$ cat config.mk
export PLATFORM = sky130hd
export DESIGN_NAME = uart_rx
export DESIGN_NICKNAME = d
export VERILOG_FILES = /design/src/rtl/uart_pkg.sv /design/src/rtl/uart_baud_cnt.sv /design/src/rtl/uart_rx.sv
export SDC_FILE = /design/constraint.sdc
export NUM_CORES = 1
export LEC_CHECK = 0
export BUFFER_PORTS_ARGS = -buffer_cell sky130_fd_sc_hd__clkbuf_2
export CAP_MARGIN = 20
export CORE_MARGIN = 4
export CORE_UTILIZATION = 63
export CTS_BUF_LIST = sky130_fd_sc_hd__clkbuf_2
export CTS_CLUSTER_SIZE = 28
export DETAILED_ROUTE_END_ITERATION = 12
export PLACE_DENSITY = 0.85
export SLEW_MARGIN = 25
export SYNTH_ARGS = -nofsm -noshare
export SYNTH_HDL_FRONTEND = slang
export SYNTH_SLANG_ARGS = --single-unit
$ cat constraint.sdc
create_clock -name clk -period 4.87 [get_ports clk]
set_input_delay 0.2435 -clock clk [delete_from_list [all_inputs] [get_ports clk]]
set_output_delay 0.2435 -clock clk [all_outputs]
set_load 0.01 [all_outputs]
$ cat src/rtl/uart_pkg.sv
// Shared UART definitions: receiver FSM state encoding and default
// link parameters, common to uart_rx and the future uart_tx.
package uart_pkg;

  localparam int unsigned UART_CLKS_PER_BIT = 16;
  localparam int unsigned UART_DATA_WIDTH   = 8;

  typedef enum logic [2:0] {
    ST_IDLE   = 3'd0,
    ST_START  = 3'd1,
    ST_DATA   = 3'd2,
    ST_PARITY = 3'd3,
    ST_STOP   = 3'd4
  } uart_state_e;

endpackage

$ cat src/rtl/uart_baud_cnt.sv
// Baud counter for the UART receiver. Counts clk cycles since the last
// clear and raises a mid-bit strobe (count == CLKS_PER_BIT/2) and a
// full-bit strobe (count == CLKS_PER_BIT-1). Saturates instead of wrapping.
module uart_baud_cnt
  import uart_pkg::*;
#(
  parameter int unsigned CLKS_PER_BIT = UART_CLKS_PER_BIT
) (
  input  logic clk,
  input  logic reset,
  input  logic clear,
  output logic mid_stb,
  output logic full_stb
);

  localparam int unsigned CNT_W = $clog2(CLKS_PER_BIT) + 1;
  localparam logic [CNT_W-1:0] MID_CNT  = CNT_W'(CLKS_PER_BIT / 2);
  localparam logic [CNT_W-1:0] FULL_CNT = CNT_W'(CLKS_PER_BIT - 1);

  logic [CNT_W-1:0] cnt_q, cnt_d;

  // Next count: clear on request, otherwise count up and hold at all-ones
  always_comb begin
    cnt_d = cnt_q;
    if (clear) begin
      cnt_d = '0;
    end else if (cnt_q != '1) begin
      cnt_d = cnt_q + CNT_W'(1);
    end
  end

  // Counter register
  always_ff @(posedge clk or negedge reset) begin
    if (!reset) begin
      cnt_q <= '0;
    end else begin
      cnt_q <= cnt_d;
    end
  end

  assign mid_stb  = (cnt_q == MID_CNT);
  assign full_stb = (cnt_q == FULL_CNT);

endmodule

$ cat src/rtl/uart_rx.sv
// UART receiver: 2-flop synchronizer, start-bit glitch rejection, LSB-first
// data capture, stop-bit check, and a single holding register with a
// valid/ready handshake. Optional even parity enabled by UART_RX_PARITY_EN.
module uart_rx
  import uart_pkg::*;
#(
  parameter int unsigned CLKS_PER_BIT = UART_CLKS_PER_BIT,
  parameter int unsigned DATA_WIDTH   = UART_DATA_WIDTH
) (
  input  logic                  clk,
  input  logic                  reset,
  input  logic                  rxd,
  output logic [DATA_WIDTH-1:0] rx_data,
  output logic                  rx_valid,
  input  logic                  rx_ready,
  output logic                  frame_err,
`ifdef UART_RX_PARITY_EN
  output logic                  parity_err,
`endif
  output logic                  overrun
);

  localparam int unsigned BIT_W = 4;

  logic                  sync1_q, sync2_q;
  logic                  rx_s;
  uart_state_e           state_q, state_d;
  logic [BIT_W-1:0]      bit_cnt_q, bit_cnt_d;
  logic [DATA_WIDTH-1:0] shift_q, shift_d;
  logic [DATA_WIDTH-1:0] rx_data_q, rx_data_d;
  logic                  rx_valid_q, rx_valid_d;
  logic                  frame_err_q, frame_err_d;
  logic                  overrun_q, overrun_d;
  logic                  brk_wait_q, brk_wait_d;
  logic                  baud_clear, mid_stb, full_stb;
  logic                  deliver;
`ifdef UART_RX_PARITY_EN
  logic                  par_bad_q, par_bad_d;
  logic                  parity_err_q, parity_err_d;
`endif

  // Two-flop synchronizer for the asynchronous serial line (idle high)
  always_ff @(posedge clk or negedge reset) begin
    if (!reset) begin
      sync1_q <= 1'b1;
      sync2_q <= 1'b1;
    end else begin
      sync1_q <= rxd;
      sync2_q <= sync1_q;
    end
  end

  assign rx_s = sync2_q;

  uart_baud_cnt #(
    .CLKS_PER_BIT(CLKS_PER_BIT)
  ) u_baud_cnt (
    .clk     (clk),
    .reset   (reset),
    .clear   (baud_clear),
    .mid_stb (mid_stb),
    .full_stb(full_stb)
  );

  // Frame FSM, shift register and holding-register handshake
  always_comb begin
    state_d     = state_q;
    bit_cnt_d   = bit_cnt_q;
    shift_d     = shift_q;
    rx_data_d   = rx_data_q;
    rx_valid_d  = rx_valid_q;
    frame_err_d = 1'b0;
    overrun_d   = 1'b0;
    brk_wait_d  = brk_wait_q;
    baud_clear  = 1'b0;
    deliver     = 1'b0;
`ifdef UART_RX_PARITY_EN
    par_bad_d    = par_bad_q;
    parity_err_d = 1'b0;
`endif

    if (rx_valid_q && rx_ready) begin
      rx_valid_d = 1'b0;
    end

    case (state_q)
      ST_IDLE: begin
        baud_clear = 1'b1;
        bit_cnt_d  = '0;
        brk_wait_d = 1'b0;
`ifdef UART_RX_PARITY_EN
        par_bad_d  = 1'b0;
`endif
        if (!rx_s) begin
          state_d = ST_START;
        end
      end
      ST_START: begin
        if (mid_stb) begin
          baud_clear = 1'b1;
          state_d    = rx_s ? ST_IDLE : ST_DATA;
        end
      end
      ST_DATA: begin
        if (full_stb) begin
          baud_clear = 1'b1;
          shift_d    = {rx_s, shift_q[DATA_WIDTH-1:1]};
          if (bit_cnt_q == BIT_W'(DATA_WIDTH - 1)) begin
            bit_cnt_d = '0;
`ifdef UART_RX_PARITY_EN
            state_d   = ST_PARITY;
`else
            state_d   = ST_STOP;
`endif
          end else begin
            bit_cnt_d = bit_cnt_q + BIT_W'(1);
          end
        end
      end
`ifdef UART_RX_PARITY_EN
      ST_PARITY: begin
        if (full_stb) begin
          baud_clear = 1'b1;
          state_d    = ST_STOP;
          if (rx_s != (^shift_q)) begin
            parity_err_d = 1'b1;
            par_bad_d    = 1'b1;
          end
        end
      end
`endif
      ST_STOP: begin
        // A low stop bit is held here until the line returns high so a
        // break condition cannot be mistaken for a new start bit.
        if (brk_wait_q) begin
          if (rx_s) begin
            brk_wait_d = 1'b0;
            state_d    = ST_IDLE;
          end
        end else if (full_stb) begin
          baud_clear = 1'b1;
          if (rx_s) begin
            state_d = ST_IDLE;
`ifdef UART_RX_PARITY_EN
            deliver = !par_bad_q;
`else
            deliver = 1'b1;
`endif
          end else begin
            frame_err_d = 1'b1;
            brk_wait_d  = 1'b1;
          end
        end
      end
      default: begin
        state_d = ST_IDLE;
      end
    endcase

    // A completed byte is dropped only if the held one is not being taken
    if (deliver) begin
      if (rx_valid_q && !rx_ready) begin
        overrun_d = 1'b1;
      end else begin
        rx_data_d  = shift_q;
        rx_valid_d = 1'b1;
      end
    end
  end

  // State and output registers
  always_ff @(posedge clk or negedge reset) begin
    if (!reset) begin
      state_q     <= ST_IDLE;
      bit_cnt_q   <= '0;
      shift_q     <= '0;
      rx_data_q   <= '0;
      rx_valid_q  <= 1'b0;
      frame_err_q <= 1'b0;
      overrun_q   <= 1'b0;
      brk_wait_q  <= 1'b0;
`ifdef UART_RX_PARITY_EN
      par_bad_q    <= 1'b0;
      parity_err_q <= 1'b0;
`endif
    end else begin
      state_q     <= state_d;
      bit_cnt_q   <= bit_cnt_d;
      shift_q     <= shift_d;
      rx_data_q   <= rx_data_d;
      rx_valid_q  <= rx_valid_d;
      frame_err_q <= frame_err_d;
      overrun_q   <= overrun_d;
      brk_wait_q  <= brk_wait_d;
`ifdef UART_RX_PARITY_EN
      par_bad_q    <= par_bad_d;
      parity_err_q <= parity_err_d;
`endif
    end
  end

  assign rx_data   = rx_data_q;
  assign rx_valid  = rx_valid_q;
  assign frame_err = frame_err_q;
  assign overrun   = overrun_q;
`ifdef UART_RX_PARITY_EN
  assign parity_err = parity_err_q;
`endif

endmodule

==> impl_metrics.yaml, run 1 <==
status:
  status: "complete, no violations"
yosys:
  ys.flop_type: "dfrtp_1"
  synth_edf_count: 0
  syn-num-nets: 138
  synth_cell_type_count: 38
  netlist_area_mm2: 0.001565
  avgSynthCellArea_um2: 12.23
  synth_warnings: 0
  syn_inst: 128
  synth_seq_area_share_pct: 54.52
  ys_ff_latch: 34
  async_flop_share_pct: 100.0
clocking:
  clkSinkCount: 34
  cts.reportedPaths.clkPinSlew_ns: 0.16
  clock-root-buffer: "clkbuf_2"
  cts_inserted_buffers: 5
  clk_latency_ns: 0.37
  h-tree-depth: 2
  tritoncts: "built"
  cts_buffer_depth: 2
finish:
  post-route-util_pct: 74.13
  most-common-layout-cells: "32 x dfrtp_1, 21 x clkbuf_2, 17 x mux2_2"
  syn_to_final_growth_pct: 8.793
  layout_commonest_cell: "dfrtp_1"
  diodes: 0
  stdcell_area_mm2: 0.001703
  instances_no_fill: 176
  fin_nets: 157
  layout-drive-gt1-share_pct: 29.05
global_routing:
  use_met1_pct: 21.56
  grt_max_degree: 35
  antenna_found_initial: 0
  gr-usage-met2_pct: 29.68
  grt_pass1_vias: 1043
  grt_use_total_pct: 17.93
  grt.met3_usage_pct: 6.682
  grt_pass1_wl_um: 4609
  grt_overflow: 0
  busiest_layer: "met2"
critical_path:
  crit_fanout: 8
  timing.reg2reg.setup_slack_ns: 2.59
  cp_top_family: "simple AND/OR/NAND/NOR gates"
  r2r-end: "rx_data[3]"
  cp.buffers_inverters: 0
  cp.required_ns: 5.15
  cp_slowest_stage_delay_ns: 0.45
  crit_type: "reg -> reg"
  critPathSlowestCell: "and4_1"
  r2r-start: "u_baud_cnt.cnt_q[0]"
  r2r_cells: 6
  setup.worst_path.end_class: "flip-flop"
  crit_top_cell: "ha_1"
  worstSetupStartpointType: "flip-flop"
  path_cells: "ha_1, and3_1, ha_1, nor4b_2, and4_1, mux2_2"
  arrival_ns: 2.55
power:
  irDropWorstVdd_mv: 0.3033
  cellPowerDensity_mw_per_mm2: 338.4
  finalPower_mw: 0.5762
  power.switching_mw: 0.1801
  clkPwrFrac_pct: 22.0
  leakage_nw: 0.8611
  swShare_pct: 31.26
  p_comb_share_pct: 19.2
  pwr-share-seq_pct: 58.8
  internal_power_mw: 0.3961
min_path:
  min_to: "overrun"
  hold_path.class: "in -> reg"
  whs_path_depth: 3
  min_from: "rx_ready"
timing:
  setup_viol: 0
  min_period_over_period_pct: 46.81
  worst_slack_ns: 2.590
  slew_headroom_pct: 46.89
  rsz0062_at_grt: "no"
  fin_skew_ns: 0.01548
  maxSlewViolCount: 0
  worst_slew_pin_slew_ns: 0.7967
  whs_ns: 0.1640
  finalCriticalPeriod_ns: 2.280
  fmax_mhz: 438.7
  fin_tns_setup_ns: 0
  hold_viol_final: 0
run:
  drv_cap: 0
routing:
  num_vias: 1019
  wl_um: 2600
  first_iter_violations: 21
  via_per_inst: 5.790
  drc: 0
  antenna_left: 0
  drtPass1Iterations: 4
  route.detailed.wl_per_inst_um: 14.77
placement:
  post-place-ws_ns: 2.588
  place_area_mm2: 0.001644
  place_congestion: 0.8160
  hpwl_um: 1872
  placed_cells: 166
  io_buffers: 14
floorplan:
  die_w_um: 57.85
  rows: 17
  start_util_pct: 68.14
  die-area_mm2: 0.003346
  ios: 15
  fp.dieH_um: 57.85
  coreArea_mm2: 0.002297
## layout make-up
class,count,area (um2)
multi-input combinational,83,659.4
timing repair buffer,16,90.09
inverter,7,26.28
clock buffer,7,35.03
sequential,34,853.3
clock inverter,1,3.754
fill,158,594.3
tap,28,35.03
## flip-flops by register name, summed over array words and instances, names as in the netlist
register          count
bit_cnt_q             4
brk_wait_q            1
frame_err             1
overrun               1
rx_data               8
rx_s                  1
rx_valid              1
shift_q               8
state_q               3
sync1_q               1
u_baud_cnt.cnt_q      5
## worst register-to-register path, cell delays in order (launching register included)
cell and delay, ns:
dfrtp_1 0.43, ha_1 0.17, and3_1 0.21, ha_1 0.27
nor4b_2 0.28, and4_1 0.45, mux2_2 0.39
## power by group through the flow
| stage | clock network (mW) | registers (mW) | logic (mW) |
|---|---|---|---|
| 2_1_floorplan | 0 | 0.335 | 0.0884 |
| 3_3_place_gp | 0 | 0.342 | 0.102 |
| 3_5_place_dp | 0 | 0.344 | 0.111 |
| 4_1_cts | 0.130 | 0.339 | 0.112 |
| 5_1_grt | 0.142 | 0.345 | 0.129 |
| 6_report | 0.127 | 0.339 | 0.110 |
## metal layers
| metal | up-vias | part of all wire, % | routed length (um) |
|---|---|---|---|
| li1 | 490 | - | - |
| met1 | 505 | 46 | 1190 |
| met2 | 18 | 48 | 1246 |
| met3 | 6 | 4.8 | 126 |
| met4 | 0 | 1.4 | 36 |
| met5 | - | 0 | 0 |
## Yosys cell counts, types with 2 or more instances
cell type / count / area (um2)
a21oi_1: 9 / 45.04
a22o_1: 2 / 17.52
buf_2: 3 / 15.01
dfrtp_1: 32 / 800.8
dfstp_2: 2 / 52.55
ha_1: 6 / 75.07
inv_1: 7 / 26.28
mux2_2: 17 / 191.4
nand2_1: 6 / 22.52
nand2b_1: 3 / 18.77
nand3_1: 2 / 10.01
nand3b_1: 2 / 15.01
nor2_1: 6 / 22.52
nor2b_1: 2 / 12.51
nor3_1: 2 / 10.01
o21ai_0: 3 / 15.01
o22ai_1: 2 / 12.51
xor2_1: 2 / 17.52
## timing repair
| item | 4_1_cts | 5_1_grt |
|---|---|---|
| setup buffers | 0 | 0 |
| gates resized for setup | 0 | 0 |
| hold buffers | 2 | 0 |
| hold endpoints to repair | 33 | 0 |
## worst max path at each step
| stage | end | cells after the start | slack, ns | start |
|---|---|---|---|---|
| 5_1_grt | rx_data[3] | 6 | 2.44 | u_baud_cnt.cnt_q[1] |
| 3_3_place_gp | rx_data[0] | 6 | 2.71 | u_baud_cnt.cnt_q[0] |
| 4_1_cts | rx_data[3] | 6 | 2.58 | u_baud_cnt.cnt_q[0] |
| 6_report | rx_data[3] | 6 | 2.59 | u_baud_cnt.cnt_q[0] |
| 2_1_floorplan | rx_data[0] | 7 | 2.91 | u_baud_cnt.cnt_q[0] |
| 3_5_place_dp | rx_data[3] | 6 | 2.59 | u_baud_cnt.cnt_q[0] |
## cell families after synthesis
group | Yosys count | share of synthesized area (%)
flip-flops | 34 | 54.52
AND/OR/NAND/NOR | 33 | 13.27
AO/OA/AOI/OAI | 23 | 9.512
multiplexers | 18 | 12.87
buffers and inverters | 11 | 3.357
adder cells (fa/ha/maj) | 6 | 4.796
XOR/XNOR | 3 | 1.679
Note: power is estimated with default switching activity, not from simulation.
==> inputs of run 2 (changes only) <==
Settings changed: CORE_UTILIZATION 63 to 54, PLACE_DENSITY 0.85 to 0.78.
Clock period 4.87 ns to 1.9 ns, I/O delays scaled along.
==> impl_metrics.yaml, run 2 (same netlist as run 1, synthesis figures left out) <==
status:
  status: "complete, no violations"
routing:
  via_per_inst: 5.888
  num_vias: 1107
  drtPass1Iterations: 4
  first_iter_violations: 54
  wl_um: 3075
  antenna_left: 0
  drc: 0
  route.detailed.wl_per_inst_um: 16.36
finish:
  stdcell_area_mm2: 0.001873
  syn_to_final_growth_pct: 19.66
  num-fill-cells: 203
  post-route-util_pct: 67.92
  layout_commonest_cell: "dfrtp_1"
  multiInputGateArea_um2: 724.4
  seqCellArea_um2: 853.3
  instances_no_fill: 188
  diodes: 0
  most-common-layout-cells: "32 x dfrtp_1, 19 x clkbuf_2, 9 x a21oi_1, 9 x mux2_2"
  layout-drive-gt1-share_pct: 35.03
  fin_nets: 167
power:
  finalPower_mw: 1.681
  leakage_nw: 0.9248
  irDropWorstVdd_mv: 0.7236
  cellPowerDensity_mw_per_mm2: 897.3
clocking:
  cts_inserted_buffers: 5
  cts.reportedPaths.clkPinSlew_ns: 0.17
  clk_latency_ns: 0.38
  clock-root-buffer: "clkbuf_2"
  tritoncts: "built"
  cts_buffer_depth: 2
  clkSinkCount: 34
  h-tree-depth: 2
placement:
  io_buffers: 14
  placed_cells: 177
  place_congestion: 0.7924
  hpwl_um: 2060
  place_area_mm2: 0.001734
timing:
  worst_slew_pin_slew_ns: 0.8135
  finalCriticalPeriod_ns: 1.893
  hold_viol_final: 0
  maxSlewViolCount: 0
  fin_tns_setup_ns: 0
  fmax_mhz: 528.3
  fin_skew_ns: 0.02404
  rsz0062_at_grt: "yes"
  setup_viol: 0
  min_period_over_period_pct: 99.63
  slew_headroom_pct: 45.77
critical_path:
  setup.worst_path.end_class: "flip-flop"
  cp.required_ns: 2.16
  crit_fanout: 8
  worstSetupStartpointType: "flip-flop"
  crit_type: "reg -> reg"
  arrival_ns: 2.15
floorplan:
  rows: 19
  coreArea_mm2: 0.002758
  start_util_pct: 56.76
  die_w_um: 61.84
  ios: 15
  fp.dieH_um: 61.84
  die-area_mm2: 0.003824
global_routing:
  antenna_found_initial: 0
  grt_pass1_wl_um: 5030
  grt_use_total_pct: 18.61
  grt_overflow: 0
  grt_max_degree: 35
  grt_pass1_vias: 1082
min_path:
  hold_path.class: "in -> async"
run:
  drv_cap: 0
[run 2: cell count changes in the layout (fill, tap and decap cells not counted), sizes merged]
cell,before,now
dlygate4sd3,2,3
bufinv,0,1
clkbuf,21,19
buf,0,9
[run 2: per-layer routing]
| layer | up-vias | part of all wire [%] | GRT usage [%] |
|---|---|---|---|
| met5 | - | 0 | 0 |
| met4 | 0 | 1.5 | 6.364 |
| met3 | 6 | 4.6 | 7.231 |
| met2 | 29 | 52 | 29.30 |
| met1 | 560 | 42 | 23.48 |
| li1 | 512 | - | - |
[run 2: timing repair]
item	in CTS	in global routing
buffers inserted	1	0
endpoints found under the hold margin	34	0
gates resized for setup	3	8
pin swaps	2	3
hold buffers	3	0
setup endpoints to repair	8	18
[run 2: metrics by stage]
stage	hold WS [ns]	worst slack (ns)
detailed placement	0.1839	-0.02496
floorplan	-0.2006	0.03514
global route	0.3144	-0.1209
finish	0.3223	0.007095
CTS	0.3329	-0.01354
global placement	0.1823	0.05907
[run 2: report_power, final]
part	total (mW)	switching (mW)	internal, mW
logic	0.385	0.202	0.184
clock network	0.440	0.228	0.212
registers	0.856	0.0658	0.790
[run 2: layout make-up]
class	count	area share, %
multi-input combinational	83	38.68
inverter	7	1.403
sequential	34	45.56
tap	31	2.071
timing repair buffer	26	9.152
clock inverter	2	1.804
clock buffer	5	1.336
[run 2: path summary, 6_finish.rpt]
check / cells past startpoint / to / slack, ns / from
max: 7 / rx_data[7] / 0.007 / u_baud_cnt.cnt_q[0]
min: 2 / overrun / 0.32 / reset
max reg2reg: 7 / rx_data[7] / 0.007 / u_baud_cnt.cnt_q[0]
min reg2reg: 0 / rx_s / 0.37 / sync1_q
max in group asynchronous: 2 / rx_data[7] / 1.05 / reset
min in group clk: 2 / sync1_q / 0.36 / rxd
[run 2: critical path, cell delays in order, from the launching register on]
cell,delay (ns)
dfrtp_1,0.38
ha_2,0.19
and3_4,0.20
ha_4,0.12
nor4b_4,0.19
and4_1,0.23
buf_6,0.17
mux2_4,0.31
